### src/rtl/lu_arbiter.sv
// Two-requester arbiter time-sharing one bitwise OR/NOR unit.
// Each operation takes three cycles: grant (EXEC), result (DONE), then back to IDLE.
module lu_arbiter #(
  parameter int WIDTH = 4
) (
  input  logic             clk,
  input  logic             reset,
  input  logic             req0,
  input  logic             req1,
  input  logic [WIDTH-1:0] a0,
  input  logic [WIDTH-1:0] b0,
  input  logic [WIDTH-1:0] a1,
  input  logic [WIDTH-1:0] b1,
  input  logic             sel0,
  input  logic             sel1,
  output logic             gnt0,
  output logic             gnt1,
  output logic             busy,
  output logic [WIDTH-1:0] result,
  output logic             done,
  output logic             done_id
);

  typedef enum logic [1:0] {
    IDLE = 2'd0,
    EXEC = 2'd1,
    DONE = 2'd2
  } state_t;

  state_t           state_reg;
  state_t           state_next;
  logic [WIDTH-1:0] a_reg;
  logic [WIDTH-1:0] b_reg;
  logic             sel_reg;
  logic             id_reg;
  logic             last_reg;
  logic [WIDTH-1:0] result_reg;
  logic             done_id_reg;
  logic             any_req;
  logic             winner;
  logic             start;
  logic [WIDTH-1:0] lu_out;

  assign any_req = req0 | req1;

  // On a tie the requester not served last wins; otherwise the lone requester wins.
  assign winner = (req0 && req1) ? ~last_reg : req1;

  always_comb begin
    state_next = state_reg;
    start      = 1'b0;
    case (state_reg)
      IDLE: begin
        if (any_req) begin
          state_next = EXEC;
          start      = 1'b1;
        end
      end
      EXEC:    state_next = DONE;
      DONE:    state_next = IDLE;
      default: state_next = IDLE;
    endcase
  end

  generate
    for (genvar gi = 0; gi < WIDTH; gi++) begin : g_lu
      assign lu_out[gi] = sel_reg ? (a_reg[gi] | b_reg[gi]) : ~(a_reg[gi] | b_reg[gi]);
    end
  endgenerate

  always_ff @(posedge clk or posedge reset) begin
    if (reset) begin
      state_reg   <= IDLE;
      a_reg       <= '0;
      b_reg       <= '0;
      sel_reg     <= 1'b0;
      id_reg      <= 1'b0;
      last_reg    <= 1'b1;
      result_reg  <= '0;
      done_id_reg <= 1'b0;
    end else begin
      state_reg <= state_next;
      // Operands are captured at the grant edge so later input changes cannot disturb the operation.
      if (start) begin
        a_reg   <= winner ? a1 : a0;
        b_reg   <= winner ? b1 : b0;
        sel_reg <= winner ? sel1 : sel0;
        id_reg  <= winner;
      end
      if (state_reg == EXEC) begin
        result_reg  <= lu_out;
        done_id_reg <= id_reg;
        last_reg    <= id_reg;
      end
    end
  end

  assign gnt0    = (state_reg == EXEC) && !id_reg;
  assign gnt1    = (state_reg == EXEC) && id_reg;
  assign busy    = (state_reg != IDLE);
  assign done    = (state_reg == DONE);
  assign result  = result_reg;
  assign done_id = done_id_reg;

endmodule

### config.mk
export PLATFORM = sky130hd
export DESIGN_NAME = lu_arbiter
export DESIGN_NICKNAME = d
export VERILOG_FILES = /design/src/rtl/lu_arbiter.sv
export SDC_FILE = /design/constraint.sdc
export NUM_CORES = 1
export LEC_CHECK = 0
export ABC_AREA = 1
export BUFFER_PORTS_ARGS = -buffer_cell sky130_fd_sc_hd__buf_2
export CAP_MARGIN = 20
export CORE_MARGIN = 5
export CORE_UTILIZATION = 25
export CTS_CLUSTER_DIAMETER = 100
export DETAILED_ROUTE_END_ITERATION = 8
export GPL_ROUTABILITY_DRIVEN = 0
export PLACE_DENSITY = 0.51
export SYNTH_ARGS = -nofsm -noshare
export SYNTH_HDL_FRONTEND = slang
export SYNTH_SLANG_ARGS = --single-unit
### constraint.sdc
create_clock -name clk -period 1.3 [get_ports clk]
set_clock_uncertainty 0.15 [all_clocks]
set_input_delay 0.39 -clock clk [delete_from_list [all_inputs] [get_ports clk]]
set_output_delay 0.39 -clock clk [all_outputs]
set_load 0.005 [all_outputs]
Yosys cells after proc, flatten, opt, wreduce, memory -nomap -nowiden
Cells that the tools add are included.
- output and inout bits: 9
- input port bits: 22
- word-level logic and storage cells: 39
- register bits after elaboration: 18
- multiplexer cells: 12
- bitwise logic cells: 10
- equality and inequality tests: 3
- reductions and logical operators: 6
- operators with widths (cell ; count):
    two-way mux 1 bit ; 8
    two-way mux 4 bit ; 2
    NOT 1 bit ; 5
    OR 1 bit ; 5
    one-hot mux 2 bit (2 select lines) ; 1
    logical AND 1 bit ; 3
    equality test 2 x 1 -> 1 bit, second input constant ; 1
    equality test 2 bit, second input constant ; 1
    logical NOT 2 bit ; 1
    two-way mux 2 bit ; 1
    != test 2 bit, second input constant ; 1
    nonzero test 2 bit ; 1
    logical NOT 1 bit ; 1

Longest topological paths before layout
- word-level depth: 3
- depth in mapped cells: 5
- gate-level depth less buffers: 5

Least setup slack after synthesis
No wires, ideal clock.
- kind: reg-to-output
- from: register state_reg[1]
- to: output gnt0
- data arrival time: 0.795 ns
- cell stages (with the launch flop): 4
- data required time: 0.760 ns
- setup slack: -0.035 ns
- buffers on the path: 0
- cells stage by stage: dfrtp_1 -> nor2_4 -> inv_1 -> nor2_1
- longest elaborated chain between the ends: 2
- ends and longest elaborated chain (what ; RTL line ; RTL):
    from (decl) ; 30 ; state_t state_reg;
    from (signal assigned) ; 82 ; state_reg <= state_next;
    equality test 2 x 1 -> 1 bit ; 98 ; assign gnt0 = (state_reg == EXEC) && !id_reg;
    logical AND 1 bit ; 98 ;
    to (decl) ; 16 ; output logic gnt0,
No other way between the ends.

Final worst setup path
Same ends and word-level chain as after synthesis.

==> flow_metrics.env <==
export IMPL_status="finished, violations left"
export IMPL_violations="negative hold slack, negative setup slack"
export IMPL_ys_top_cells_by_count="45 x nand2_1, 22 x inv_1, 22 x nand3_1"
export IMPL_first_global_vias=964
export IMPL_initial_utilization=0.259
export IMPL_crit_arrival_ps=1020
export IMPL_num_vias=906
export IMPL_ios=31
export IMPL_worst_setup_path_start_kind="register"
export IMPL_grt_usage=0.0891
export IMPL_ant_nets=0
export IMPL_die_y_um=71.6
export IMPL_ys_ff_latch=18
export IMPL_numPortBuffers=30
export IMPL_cpPeakStageDelay_ps=430
export IMPL_synth_nets=152
export IMPL_synth_area_leaders="dfrtp_1 45%, nand2_1 18%, nand3_1 12%"
export IMPL_tightest_slew_ps=433
export IMPL_nets=195
export IMPL_hold_class="input pin to async pin"
export IMPL_syn_area_per_cell_um2=7.31
export IMPL_slew_headroom=0.711
export IMPL_first_iter_violations=10
export IMPL_period_minus_slack_ps=1560
export IMPL_cap_viol_max_count=0
export IMPL_grt_pass1_wl_um=3820
export IMPL_wirelength_um=2090
export IMPL_path_class="register to primary output"
export IMPL_grt_max_degree=19
export IMPL_synth_top_flop_cell="dfrtp_1"
export IMPL_num_rows=22
export IMPL_clk_pin_slew_ps=60
export IMPL_finalMaxSlewViolations=0
export IMPL_drt_first_pass_iters=4
export IMPL_clockRootBuffer="clkbuf_8"
export IMPL_setup_viol=4
export IMPL_synth_top_cell_by_area="dfrtp_1"
export IMPL_final_cell_area_um2=1300
export IMPL_fmax_mhz=642
export IMPL_synth_distinct_cells=13
export IMPL_syn_to_final_growth_pct=36.8
export IMPL_overflow=0
export IMPL_coreArea_um2=3660
export IMPL_insertion_delay_ps=240
export IMPL_cp_required_ps=760
export IMPL_detail_route_wl_per_cell_um=9.49
export IMPL_finalHoldViolCount=2
export IMPL_synth_edf_count=0
export IMPL_grt_antenna_before_repair=0
export IMPL_synth_top_area_frac=0.448
export IMPL_leakagePower_nw=0.769
export IMPL_tns_ps=-910
export IMPL_n_antenna_cell=0
export IMPL_placed_area_um2=1200
export IMPL_finalCritPeriodShare=1.20
export IMPL_htreeDepth=1
export IMPL_yosysMostFrequentCell="nand2_1"
export IMPL_async_flop_share=1.00
export IMPL_crit_fanout=3
export IMPL_cp_slowest_cell="dfrtp_1"
export IMPL_netlist_instances=130
export IMPL_cts_tree="yes"
export IMPL_drive_above_1_share=0.326
export IMPL_dieArea_um2=5130
export IMPL_numClockSinks=18
export IMPL_clockBufferDepth=2
export IMPL_ir_worst_vdd_mv=0.494
export IMPL_setup_ws_ps=-259
export IMPL_syn_area_um2=950
export IMPL_postLayoutCoreUtil=0.355
export IMPL_drc=0
export IMPL_pre_cts_slack_ps=-42.9
export IMPL_numCtsBuffers=3
export IMPL_ys_seq_area_frac=0.476
export IMPL_die_w_um=71.6
export IMPL_path_cells="nor2_4 > inv_2 > nor2_1 > buf_2"
export IMPL_place_detailed_hpwl_um=1760
export IMPL_hold_buffers=0
export IMPL_endpoint_kind="primary output"
export IMPL_hold_ws_ps=-0.945
export IMPL_power_density_nw_per_um2=2050
export IMPL_yosys_warnings=0
export IMPL_rsz0062_at_grt="yes"
export IMPL_vias_per_cell=4.12
## metrics by stage
stage | instances | power, mW
after global placement | 212 | 2.13
after floorplan | 130 | 1.75
after detailed placement | 212 | 2.18
after CTS | 217 | 2.64
after global routing | 220 | 2.94
final | 220 | 2.67
## per-layer routing
layer	global-route usage	vias up	share of wire
met3	0.0126	4	0.063
li1	-	486	-
met1	0.117	390	0.48
met4	0.0522	0	0.022
met5	0	-	0
met2	0.139	26	0.44
## area by class of cell
| type | instances | area [µm²] |
|---|---|---|
| fill | 394 | 2360 |
| sequential | 18 | 452 |
| multi-input combinational | 87 | 412 |
| timing repair buffer | 39 | 230 |
| inverter | 24 | 90.1 |
| tap | 48 | 60.1 |
| clock buffer | 4 | 55.1 |
## power by group
part           internal (mW)  switching [mW]
Clock                  0.268           0.168
Sequential             0.849           0.206
Combinational          0.530           0.643
Total                   1.65            1.02
## kinds of logic (layout without fill, tap and decap cells)
logic type / count (synthesis) / count (layout) / share of synthesized area
AO/OA/AOI/OAI: 6 / 6 / 0.0395
buffers and inverters: 26 / 67 / 0.111
flip-flops: 18 / 18 / 0.476
AND/OR/NAND/NOR: 80 / 81 / 0.374
## cells in the final DEF, fill, tap and decap left out
cell	count
nand2_2	1
nand3_1	22
nand2_1	45
nand2_4	3
nor2_4	2
buf_2	30
inv_1	21
o21ai_0	4
dfrtp_1	17
nor2_1	7
o21ai_2	2
buf_12	1
nor2_2	1
buf_4	8
inv_2	3
clkbuf_8	4
dfstp_2	1
## worst max-delay path, delay by kind of cell, from the launching register on
kind / cells / cell delay [ps]
buffers and inverters: 2 / 150
DFF: 1 / 430
and+or+nand+nor: 2 / 190
## final timing paths
path | start | endpoint | slack [ps] | cells after the start
setup reg to reg | state_reg[0]$_DFFE_PP0P_ | id_reg$_DFFE_PP0P_ | 50 | 5
hold reg to reg | result[3]$_DFFE_PP0N_ | result[3]$_DFFE_PP0N_ | 330 | 2
setup / recovery | state_reg[1]$_DFFE_PP0P_ | gnt0 | -260 | 4
min in group clk | a0[3] | a_reg[3]$_DFFE_PP0P_ | 290 | 5
max in group asynchronous | reset | last_reg$_DFFE_PP1N_ | 750 | 3
hold / removal | reset | result[0]$_DFFE_PP0N_ | -0.9 | 3
## timing repair
item / 4_1_cts / 5_1_grt
setup buffers: 0 / 3
gates cloned: 1 / 0
resized for setup: 1 / 2
setup endpoints to repair: 12 / 14
pin swaps: 2 / 0
Power figures use the tool's default switching activity.
